<file path="src/rtl/cond_exec_ctrl.sv">
// Conditional-execution controller: tracks the {c,v,n,z} status register and decodes condition
// pass. It stalls on flag hazards, flushes after taken branches and counts stalls and flushes.
module cond_exec_ctrl #(
  parameter int unsigned FLUSH_CYCLES = 1,  // legal 1..7
  parameter int unsigned CNT_W        = 16
) (
  input  logic             clk,
  input  logic             rst,
  input  logic             freeze,
  input  logic             id_valid,
  input  logic [3:0]       id_cond,
  input  logic             id_is_branch,
  input  logic             ex_flags_we,
  input  logic [3:0]       ex_flags,
  output logic [3:0]       status_q,
  output logic             id_exec,
  output logic             id_stall,
  output logic             flush,
  output logic [CNT_W-1:0] stall_cnt,
  output logic [CNT_W-1:0] flush_cnt
);

  typedef enum logic [1:0] {StRun, StHaz, StFlush} state_e;

  state_e           state_q, state_d;
  logic [2:0]       fcnt_q, fcnt_d;
  logic [3:0]       status_d;
  logic [CNT_W-1:0] stall_cnt_q, stall_cnt_d;
  logic [CNT_W-1:0] flush_cnt_q, flush_cnt_d;
  logic             pass, cond_al, hazard, flush_start;
  logic             c, v, n, z;

  assign c = status_q[3];
  assign v = status_q[2];
  assign n = status_q[1];
  assign z = status_q[0];

  always_comb begin
    pass = 1'b0;
    unique case (id_cond)
      4'h0: pass = z;
      4'h1: pass = ~z;
      4'h2: pass = c;
      4'h3: pass = ~c;
      4'h4: pass = n;
      4'h5: pass = ~n;
      4'h6: pass = v;
      4'h7: pass = ~v;
      4'h8: pass = c & ~z;
      4'h9: pass = ~c | z;
      4'ha: pass = (n == v);
      4'hb: pass = (n != v);
      4'hc: pass = ~z & (n == v);
      4'hd: pass = z | (n != v);
      4'he, 4'hf: pass = 1'b1;
    endcase
  end

  // Always-execute conditions never depend on flags, so they cannot hazard.
  assign cond_al  = (id_cond[3:1] == 3'b111);
  assign hazard   = (state_q == StRun) & id_valid & ex_flags_we & ~cond_al;
  assign id_stall = hazard & ~freeze;
  assign id_exec  = id_valid & pass & ~hazard & (state_q != StFlush) & ~freeze;
  assign flush    = (state_q == StFlush);

  always_comb begin
    state_d = state_q;
    fcnt_d  = fcnt_q;
    unique case (state_q)
      StRun: begin
        if (freeze) begin
          state_d = StRun;
        end else if (hazard) begin
          state_d = StHaz;
        end else if (id_exec && id_is_branch) begin
          state_d = StFlush;
          fcnt_d  = 3'(FLUSH_CYCLES);
        end
      end
      StHaz: begin
        if (!freeze) begin
          if (id_exec && id_is_branch) begin
            state_d = StFlush;
            fcnt_d  = 3'(FLUSH_CYCLES);
          end else begin
            state_d = StRun;
          end
        end
      end
      StFlush: begin
        if (!freeze) begin
          if (fcnt_q > 3'd1) begin
            fcnt_d = fcnt_q - 3'd1;
          end else begin
            state_d = StRun;
            fcnt_d  = 3'd0;
          end
        end
      end
      default: begin
        state_d = StRun;
        fcnt_d  = 3'd0;
      end
    endcase
  end

  assign flush_start = (state_d == StFlush) && (state_q != StFlush);

  always_comb begin
    status_d    = status_q;
    stall_cnt_d = stall_cnt_q;
    flush_cnt_d = flush_cnt_q;
    if (ex_flags_we && !freeze) begin
      status_d = ex_flags;
    end
    // id_stall and flush_start are already gated by freeze, so counters hold when frozen.
    if (id_stall && (stall_cnt_q != {CNT_W{1'b1}})) begin
      stall_cnt_d = stall_cnt_q + {{(CNT_W-1){1'b0}}, 1'b1};
    end
    if (flush_start && (flush_cnt_q != {CNT_W{1'b1}})) begin
      flush_cnt_d = flush_cnt_q + {{(CNT_W-1){1'b0}}, 1'b1};
    end
  end

  always_ff @(posedge clk or negedge rst) begin
    if (!rst) begin
      state_q     <= StRun;
      fcnt_q      <= 3'd0;
      status_q    <= 4'b0000;
      stall_cnt_q <= '0;
      flush_cnt_q <= '0;
    end else begin
      state_q     <= state_d;
      fcnt_q      <= fcnt_d;
      status_q    <= status_d;
      stall_cnt_q <= stall_cnt_d;
      flush_cnt_q <= flush_cnt_d;
    end
  end

  assign stall_cnt = stall_cnt_q;
  assign flush_cnt = flush_cnt_q;

endmodule

</file>
<file path="config.mk">
export PLATFORM = sky130hd
export DESIGN_NAME = cond_exec_ctrl
export DESIGN_NICKNAME = d
export VERILOG_FILES = /design/src/rtl/cond_exec_ctrl.sv
export SDC_FILE = /design/constraint.sdc
export NUM_CORES = 1
export LEC_CHECK = 0
export ABC_AREA = 1
export BUFFER_PORTS_ARGS = -buffer_cell sky130_fd_sc_hd__buf_2
export CORE_UTILIZATION = 59
export CTS_BUF_LIST = sky130_fd_sc_hd__clkbuf_4 sky130_fd_sc_hd__clkbuf_8 sky130_fd_sc_hd__clkbuf_16
export DETAILED_ROUTE_END_ITERATION = 6
export PLACE_DENSITY = 0.85
export SLEW_MARGIN = 20
export SYNTH_ARGS = -nofsm -noshare
export SYNTH_HDL_FRONTEND = slang
export SYNTH_SLANG_ARGS = --single-unit
export TNS_END_PERCENT = 100
</file>
<file path="constraint.sdc">
create_clock -name clk -period 2.9 [get_ports clk]
set_input_delay 0.435 -clock clk [delete_from_list [all_inputs] [get_ports clk]]
set_output_delay 0.435 -clock clk [all_outputs]
set_load 0.01 [all_outputs]
</file>
==> run metrics, run 1 <==
Skew-Pair Late Insertion Delay 0.29 ns; CTS max path bufs 2; die area 4470 µm²; status complete, no violations; CTS Hold Bufs 0; Clk pwr share 34.2%; routability-driven placement congestion ratio 0.866; mean post-synth cell area 7.84 µm²; FMAX 0.468 GHz; Sum Neg Setup Slack 0 ns; vias 2,203; Net Switching 476 µW; Seq/Total Area, Yosys 41.3%; fin crit share 73.6%; Gate Count Post-Synth 317; largest net degree at the start of global routing 42; synthesized area 2480 µm²; met2 global-route usage 41.7%; Power Dens Cells 540 nW/µm²; fin crit period 2.13 ns; Cell Rows 23; 1st-pass router iterations 4; Place WS 0.816 ns; register bit total from synthesis 41; Starting Density 61.7%; met3 Usage GRT 3.94%; wirelength, routed 5.10 mm; Startpoint Class register; CTS Sinks 41; clk_skew 0.00571 ns; Design Power 1.57 mW; htree depth 2; clk slew on worst S/H paths 0.08 ns; RSZ-0062 raised after global routing false; Via density 5.20; I/O pin cnt 53; vias in the first global route 1,969; Worst R2R Start flush_cnt[0]$_DFFE_PN0P_; dpl hpwl 3.88 mm; filler instances 334; Leakage 1.54 nW; R2R setup slack 0.77 ns; die height 66.9 µm; Post CTS Setup Buffer Count 0; Worst Hold Class in2async; antenna violations before repair 0; WL/cell 12.0 µm; reg2reg path depth 11; Inserted Diodes 0; worst hold margin 0.268 ns; internal power 1.10 mW; Total Routing Usage GR 24.5%; layout cell share with drive strength beyond 1 21.1%; Syn. warnings 0; NumNets Final 391; first-pass GRT wire length 8.31 mm; met1 usage 31.4%; CTS resizes 0; placed cells 416; CTS tree built; Max VDD drop 327 µV; Worst setup EP type register; Reg power frac 44.1%; CP required 3.07 ns; area of the core 4030 µm²; Area Growth Syn to Fin 17.3%; grt ovf 0; post-synthesis net count 335; Setup WS post-layout 0.765 ns; Gate power share 21.7%; Inserted Clock Buffers 5; Slew HR 40.5%; Detail Route Antenna Nets 0; endpoints failing setup 0; DRT iter0 DRCs 87; CP arrival 2.31 ns; Crit Path Class reg2reg; Die Wd 66.9 µm; worst r2r dst flush_cnt[15]$_DFFE_PN0P_; crit path launch flush_cnt[0]$_DFFE_PN0P_; fin cells 424; IO Port Bufs 52; peak-usage layer in the global routing report met2; Residual DRC 0; CP Max Fanout 7; max-capacitance violation count 0; Switching Share 30.2%; Max Slew Vio Count 0; Worst Tran Pin Value 0.893 ns; Unique masters post-synth 32; Hold Fails Final Rpt 0; clk root buf clkbuf_8
[through the flow]
stage | area (µm²) | utilization (%)
5_1_grt | 2910 | 72.3
3_5_place_dp | 2780 | 69.0
6_report | 2910 | 72.3
3_3_place_gp | 2780 | 69.0
4_1_cts | 2910 | 72.3
2_1_floorplan | 2480 | -
[layout make-up]
cell class | count | area (µm²) | area share (%)
multi-input combinational | 223 | 1240 | 42.7
sequential | 41 | 1030 | 35.2
timing repair buffer | 52 | 260 | 8.93
inverter | 50 | 188 | 6.44
clock buffer | 5 | 68.8 | 2.36
clock inverter | 3 | 65.1 | 2.23
tap | 50 | 62.6 | 2.15
[worst max path at each step]
stage	to	slack (ns)	depth (start not counted)
6_report	flush_cnt[15]$_DFFE_PN0P_	0.77	11
5_1_grt	flush_cnt[15]$_DFFE_PN0P_	0.55	11
4_1_cts	flush_cnt[15]$_DFFE_PN0P_	0.80	11
3_5_place_dp	flush_cnt[15]$_DFFE_PN0P_	0.82	11
3_3_place_gp	flush_cnt[15]$_DFFE_PN0P_	0.92	11
2_1_floorplan	flush_cnt[15]$_DFFE_PN0P_	0.99	11
[critical path, stage by stage, from the launching register on]
cell	delay, ns
dfrtp_1	0.43
ha_1	0.24
nand2_1	0.07
nor2_1	0.05
nand3_1	0.14
nor2_2	0.07
nand3_1	0.19
nand2_1	0.12
nor3_1	0.28
nand4_1	0.19
o21bai_1	0.17
nand2_1	0.07
[sequential cells by signal, summed over array words and instances (netlist names)]
| register | cells |
|---|---|
| flush_cnt | 16 |
| fcnt_q | 3 |
| status_q | 4 |
| stall_cnt | 16 |
| state_q | 2 |
[logic make-up after synthesis]
logic type,count (synthesis),synth area share (%)
AOI/OAI and AO/OA,33,9.32
adders and majority gates,4,2.01
muxes,1,0.453
buffers and inverters,53,8.66
DFF,41,41.3
and+or+nand+nor,165,31.2
xor gates and xnor gates,20,7.05
[layout by cell type, fill, tap and decap left out]
cell type and instances:
nor4_2 1, nor4b_1 1, xor2_1 14, bufinv_16 2
o31ai_1 1, nor2_2 2, ha_1 4, nand4_1 10
nand2_1 81, o21bai_1 18, o211ai_1 1, o21ai_1 1
nor3_1 4, clkbuf_8 5, nand2_2 2, o21ai_0 6
nor4_1 2, nor2_1 32, nand3b_1 2, mux2_2 1
o211ai_4 1, inv_2 4, inv_1 46, nor2_4 3
a21oi_1 5, nand2_4 2, nand3_2 1, xnor2_1 6
clkinv_2 1, buf_2 52, nand3_1 20, nor3_4 1
dfrtp_1 41, nand4_2 1
[power by group through the flow]
stage          Clock, mW  Combinational (mW)  Sequential, mW
3_5_place_dp           0               0.343           0.705
3_3_place_gp           0               0.332           0.700
5_1_grt            0.569               0.391           0.704
6_report           0.539               0.341           0.695
4_1_cts            0.549               0.344           0.694
2_1_floorplan          0               0.223           0.709
[metal layers]
metal  vias to the layer above  routed length [µm]
met2                        43                2490
met4                         0                  44
li1                       1121                   -
met5                         -                   0
met1                      1034                2390
met3                         5                 176
[cell usage after synthesis]
cell | count | share of area, %
nor3_4 | 1 | 0.65
o21bai_1 | 18 | 5.4
o31ai_1 | 1 | 0.30
a21oi_1 | 5 | 1.0
o211ai_4 | 1 | 0.86
nor4_1 | 2 | 0.50
o21ai_1 | 1 | 0.20
xnor2_1 | 6 | 2.1
nor2_4 | 3 | 1.4
nor2_2 | 2 | 0.50
inv_2 | 4 | 0.60
inv_1 | 46 | 6.9
nand2_1 | 81 | 12
nand3_1 | 20 | 4.0
o211ai_1 | 1 | 0.30
dfrtp_1 | 41 | 41
nor3_1 | 4 | 0.81
nand3b_1 | 2 | 0.60
buf_6 | 2 | 0.91
nor4b_1 | 1 | 0.35
nand3_2 | 1 | 0.40
o21ai_0 | 6 | 1.2
nand4_1 | 10 | 2.5
nand2_4 | 2 | 0.91
nor2_1 | 32 | 4.8
nor4_2 | 1 | 0.50
nand2_2 | 2 | 0.50
xor2_1 | 14 | 4.9
nand4_2 | 1 | 0.50
ha_1 | 4 | 2.0
buf_2 | 1 | 0.20
mux2_2 | 1 | 0.45
No activity file was read; power rests on OpenSTA's default activity.
==> inputs of run 2 (changes only) <==
ABC_AREA = 0   (was 1)
CORE_UTILIZATION = 48   (was 59)
PLACE_DENSITY = 0.75   (was 0.85)
clock period = 1.7 ns   (was 2.9 ns; I/O delays follow)
==> run metrics, run 2 <==
status complete, but fails checks (was complete, no violations); violated checks DRC, setup timing; Setup WS post-layout -0.308 ns (was 0.765 ns); vias in the first global route 1,938 (was 1,969); number of flops mapped to enable cells by yosys 0 (unchanged); CP required 1.44 ns (was 3.07 ns); Slew HR 62.4% (was 40.5%); reg2reg path depth 9 (was 11); fin cells 379 (was 424); largest net degree at the start of global routing 25 (was 42); NumNets Final 345 (was 391); Clk pwr share 22.8% (was 34.2%); IO Port Bufs 52 (unchanged); commonest non-fill, non-tap cell in the layout buf_2 (was nand2_1); Seq/Total Area, Yosys 45.4% (was 41.3%); clk slew on worst S/H paths 0.07 ns (was 0.08 ns); Cell Rows 24 (was 23); Power Dens Cells 872 nW/µm² (was 540 nW/µm²); layout cell share with drive strength beyond 1 51.1% (was 21.1%); area of the core 4440 µm² (was 4030 µm²); Switching Share 33.0% (was 30.2%); worst hold path startpoint ex_flags[1]; Net Switching 961 µW (was 476 µW); CTS max path bufs 2 (unchanged); Synth area leader dfrtp_1 (unchanged); fin crit share 118%; Max VDD drop 648 µV (was 327 µV); Skew-Pair Late Insertion Delay 0.30 ns (was 0.29 ns); Design Power 2.91 mW (was 1.57 mW); routability-driven placement congestion ratio 0.779 (was 0.866); CP Max Fanout 4 (was 7); endpoints failing setup 21 (was 0); first-pass GRT wire length 8.46 mm (was 8.31 mm); max-capacitance violation count 0 (unchanged); die height 70.7 µm (was 66.9 µm); DRT iter0 DRCs 102 (was 87); vias 2,024 (was 2,203); Gate power share 35.2% (was 21.7%); Synth top area share 45.4% (was 41.3%); Worst Hold Class in2reg (was in2async); FMAX 0.498 GHz; wirelength, routed 5.55 mm (was 5.10 mm); clk_skew 0.0129 ns (was 0.00571 ns); Starting Density 50.9% (was 61.7%); Reg power frac 42.0% (was 44.1%); Max Slew Vio Count 0 (unchanged); antenna violations before repair 0 (unchanged); Commonest cells post-synth 41 x dfrtp_1, 25 x xnor2_1, 20 x nand3_1, 19 x nor2_1, 14 x nand2_1 (was 81 x nand2_1, 46 x inv_1, 41 x dfrtp_1, 32 x nor2_1, 20 x nand3_1); Area Growth Syn to Fin 47.5% (was 17.3%); synthesized area 2260 µm² (was 2480 µm²); grt ovf 0 (unchanged); Crit Path Class reg2out (was reg2reg); worst r2r dst flush_cnt[1]$_DFFE_PN0P_ (was flush_cnt[15]$_DFFE_PN0P_); fin crit period 2.01 ns; top_reg_cell synth dfrtp_1 (unchanged); clk root buf clkbuf_8 (unchanged); CP arrival 1.75 ns (was 2.31 ns); Unique masters post-synth 45 (was 32); Total Routing Usage GR 21.5% (was 24.5%); CTS Sinks 41 (unchanged); register bit total from synthesis 41 (unchanged); mean post-synth cell area 10.3 µm² (was 7.84 µm²); Inserted Clock Buffers 5 (unchanged); Startpoint Class register (unchanged); Syn. warnings 0 (unchanged); Worst setup EP type output port (was register); Detail Route Antenna Nets 0 (unchanged); WL/cell 14.6 µm (was 12.0 µm); R2R setup slack -0.29 ns (was 0.77 ns); die area 4990 µm² (was 4470 µm²); dpl hpwl 3.70 mm (was 3.88 mm); RSZ-0062 raised after global routing true (was false); count leader, synth dfrtp_1 (was nand2_1); Worst Tran Pin Value 0.564 ns (was 0.893 ns); Hold Path Cell Cnt 2; I/O pin cnt 53 (unchanged); Hold Fails Final Rpt 0 (unchanged); Hold Path Sink status_q[1]$_DFFE_PN0P_; 1st-pass router iterations 6 (was 4); Gate Count Post-Synth 220 (was 317); async set-reset flop share out of synthesis 100% (unchanged); Via density 5.34 (was 5.20); Die Wd 70.7 µm (was 66.9 µm); Inserted Diodes 0 (unchanged); htree depth 2 (unchanged); CTS tree built (unchanged); internal power 1.95 mW (was 1.10 mW); post-synthesis net count 238 (was 335); Place WS -0.136 ns (was 0.816 ns); synth top area cells dfrtp_1 45%, xnor2_1 9.7%, nand3_1 4.4% (was dfrtp_1 41%, nand2_1 12%, inv_1 6.9%); placed cells 362 (was 416); Leakage 1.65 nW (was 1.54 nW); Residual DRC 4 (was 0); Worst R2R Start status_q[0]$_DFFE_PN0P_ (was flush_cnt[0]$_DFFE_PN0P_); most frequent cells in the layout 50 x buf_2, 45 x buf_4, 39 x dfrtp_1 (was 81 x nand2_1, 52 x buf_2, 46 x inv_1)
run 2: changes by cell type in the layout (fill, tap and decap cells not counted), sizes merged, moves of 4 or more:
cell,change
o21ai,-6
buf,+54
xor2,-6
and3,+10
o21bai,-17
xnor2,+20
nand2,-71
mux2,+5
nor2,-17
and2,+4
inv,-43
run 2: power groups by stage:
stage	logic, mW	clock network [mW]	registers, mW
detailed placement	0.849	0	1.23
global route	1.12	0.694	1.24
floorplan	0.454	0	1.28
global placement	0.830	0	1.23
finish	1.03	0.663	1.22
CTS	0.902	0.671	1.22
run 2: metal layers:
metal / global-route usage [%] / routed length [µm] / vias to the layer above
met1: 26.3 / 2380 / 976
met4: 8.22 / 119 / 0
met3: 3.70 / 188 / 14
met2: 38.2 / 2860 / 50
li1: - / - / 984
met5: 0 / 0 / -
run 2: per-stage QoR:
stage	hold slack (ns)	TNS, ns	utilization (%)	instance area [µm²]
after floorplan	-0.0406	-1.35	-	2340
after global routing	0.198	-5.73	75.1	3340
after global placement	0.269	-1.06	65.9	2930
after detailed placement	0.276	-1.57	65.9	2930
final	0.192	-4.47	75.1	3340
after CTS	0.193	-2.38	70.0	3110
run 2: critical path, stage by stage (launching register included):
cell	delay [ns]
dfrtp_1	0.43
buf_6	0.14
nor3b_2	0.15
a21oi_1	0.06
o31a_1	0.31
o311ai_4	0.09
and2_4	0.19
buf_6	0.09
run 2: what timing repair did:
action / in CTS / in global routing
hold endpoints to repair: 22 / 0
hold buffers: 1 / 0
buffers inserted: 3 / 6
pin swaps: 5 / 22
endpoints found under the setup margin: 29 / 36
resized for setup: 16 / 35
run 2: cells by family after synthesis:
kind of cell / share of synthesized area, %
XOR/XNOR: 13.5
AND/OR/NAND/NOR: 24.7
AO/OA/AOI/OAI: 6.31
multiplexers: 4.04
adder cells (fa/ha/maj): 2.21
flip-flops: 45.4
buffers and inverters: 3.93
run 2: cell type report:
type	instances	area (µm²)
clock buffers	6	82.6
flip-flops and latches	41	1030
multi-input cells	165	1400
clock inverters	1	7.51
well taps	52	65.1
fillers	298	1110
repair buffers	107	731
inverters	7	26.3
run 2: worst max path at each step:
| stage | slack, ns | end | startpoint | cells after the start |
|---|---|---|---|---|
| 2_1_floorplan | -0.22 | flush_cnt[1]$_DFFE_PN0P_ | status_q[0]$_DFFE_PN0P_ | 6 |
| 3_3_place_gp | -0.10 | flush_cnt[1]$_DFFE_PN0P_ | id_cond[1] | 7 |
| 3_5_place_dp | -0.14 | flush_cnt[11]$_DFFE_PN0P_ | id_cond[2] | 9 |
| 4_1_cts | -0.29 | id_exec | status_q[0]$_DFFE_PN0P_ | 7 |
| 5_1_grt | -0.34 | id_exec | status_q[1]$_DFFE_PN0P_ | 6 |
| 6_report | -0.31 | id_exec | status_q[0]$_DFFE_PN0P_ | 7 |
==> inputs of run 3 (changes only) <==
CORE_UTILIZATION = 58   (was 48)
PLACE_DENSITY = 0.85   (was 0.75)
REMOVE_ABC_BUFFERS = 1   (was not set)
clock period = 2.4 ns   (was 1.7 ns; I/O delays follow)
==> run metrics, run 3 (synthesis gave the netlist of run 2 again) <==
htree depth 2 (unchanged); fin crit share 95.9%; DRT iter0 DRCs 166 (was 102); dpl hpwl 3.27 mm (was 3.70 mm); die height 64.5 µm (was 70.7 µm); WL/cell 14.3 µm (was 14.6 µm); antenna violations before repair 0 (unchanged); footprint of the multi-input gates 1150 µm² (was 1400 µm²); placed cell area 2530 µm² (was 2930 µm²); Max VDD drop 455 µV (was 648 µV); Skew-Pair Late Insertion Delay 0.29 ns (was 0.30 ns); status complete, no violations (was complete, but fails checks); filler instances 280 (was 298); wirelength, routed 4.61 mm (was 5.55 mm); CP required 2.04 ns (was 1.44 ns); Via density 5.61 (was 5.34); most frequent cells in the layout 52 x buf_2, 41 x dfrtp_1, 25 x xnor2_1 (was 50 x buf_2, 45 x buf_4, 39 x dfrtp_1); Worst Tran Pin Value 0.872 ns (was 0.564 ns); vias in the first global route 1,729 (was 1,938); CP Max Fanout 7 (was 4); Startpoint Class register (unchanged); critical-path cell list and3b_1, a22oi_1, xor2_1, o311ai_4, and2_2, buf_2 (was buf_6, nor3b_2, a21oi_1, o31a_1, o311ai_4, and2_4, buf_6); CTS max path bufs 2 (unchanged); die area 4150 µm² (was 4990 µm²); CTS resizes 0 (was 16); Starting Density 61.3% (was 50.9%); CTS tree built (unchanged); CP arrival 1.94 ns (was 1.75 ns); Finished Cell Area 2650 µm² (was 3340 µm²); Post CTS Setup Buffer Count 0 (was 3); RSZ-0062 raised after global routing false (was true); Sum Neg Setup Slack 0 ns (was -4.47 ns); Leakage 1.33 nW (was 1.65 nW); R2R setup slack 0.26 ns (was -0.29 ns); 1st-pass router iterations 6 (unchanged); Crit Path Class reg2out (unchanged); endpoints failing setup 0 (was 21); vias 1,808 (was 2,024); clk_skew 0.00433 ns (was 0.0129 ns); Detail Route Antenna Nets 0 (unchanged); I/O pin cnt 53 (unchanged); slowest CP cell dfrtp_1 (unchanged); first-pass GRT wire length 7.96 mm (was 8.46 mm); FMAX 0.435 GHz; fin crit period 2.30 ns; NumNets Final 291 (was 345); layout cell share with drive strength beyond 1 28.5% (was 51.1%); largest net degree at the start of global routing 42 (was 25); clk slew on worst S/H paths 0.08 ns (was 0.07 ns); CTS Sinks 41 (unchanged); Inserted Clock Buffers 5 (unchanged); Worst setup EP type output port (unchanged); Area Growth Syn to Fin 17.0% (was 47.5%); clk root buf clkbuf_8 (unchanged); Inserted Diodes 0 (unchanged); Slew HR 41.8% (was 62.4%); Residual DRC 0 (was 4); Die Wd 64.5 µm (was 70.7 µm); Hold Fails Final Rpt 0 (unchanged); Worst Hold Class in2async (was in2reg); Total Routing Usage GR 24.8% (was 21.5%); area of the core 3690 µm² (was 4440 µm²); grt ovf 0 (unchanged); Slowest Stage Delay on Critical Path 0.43 ns (about the same); commonest non-fill, non-tap cell in the layout buf_2 (unchanged); cell family with most CP delay compound AO/OA/AOI/OAI gates (unchanged); max-capacitance violation count 0 (unchanged); routability-driven placement congestion ratio 0.829 (was 0.779); register area 1030 µm² (about the same); IO Port Bufs 52 (unchanged); Power Dens Cells 730 nW/µm² (was 872 nW/µm²); CTS Hold Bufs 0 (was 1); Max Slew Vio Count 0 (unchanged); Cell Rows 22 (was 24); Place WS 0.218 ns (was -0.136 ns); worst hold margin 0.177 ns (was 0.192 ns); Buf+Inv Stages, Crit Path 1 (was 2); Setup WS post-layout 0.0986 ns (was -0.308 ns)
## run 3: final timing paths
kind | from | to | cells after the start
worst max-delay path | status_q[0]$_DFFE_PN0P_ | id_exec | 6
worst min-delay path | rst | stall_cnt[10]$_DFFE_PN0P_ | 1
min in group clk | ex_flags[1] | status_q[1]$_DFFE_PN0P_ | 2
worst min register to register | stall_cnt[15]$_DFFE_PN0P_ | stall_cnt[15]$_DFFE_PN0P_ | 1
max in group asynchronous | rst | flush_cnt[11]$_DFFE_PN0P_ | 1
worst max register to register | state_q[1]$_DFF_PN0_ | flush_cnt[1]$_DFFE_PN0P_ | 6
## run 3: per-layer routing
layer,vias up,wire [µm],global-route usage (%)
li1,871,-,-
met1,880,2130,33.2
met2,49,2210,39.9
met3,8,207,5.63
met4,0,68,7.78
met5,-,0,0
## run 3: metrics by stage
stage	std cells	util, %	total power, mW
floorplan	213	-	1.18
global placement	314	68.5	1.34
detailed placement	314	68.5	1.36
CTS	322	71.8	1.94
global route	322	71.8	2.05
finish	322	71.8	1.93
## run 3: power breakdown
part / switching (mW) / internal, mW / leakage (nW) / total [mW]
Sequential: 0.113 / 0.776 / 0.553 / 0.889
Clock: 0.239 / 0.338 / 0.0574 / 0.577
Combinational: 0.253 / 0.215 / 0.717 / 0.467
## run 3: cell type report
cell class / instances / area share [%]
Clock buffer: 6 / 3.12
Clock inverter: 2 / 1.42
Inverter: 7 / 0.992
Multi-Input combinational cell: 165 / 43.3
Sequential cell: 41 / 38.8
Tap cell: 48 / 2.27
Timing Repair Buffer: 53 / 10.1
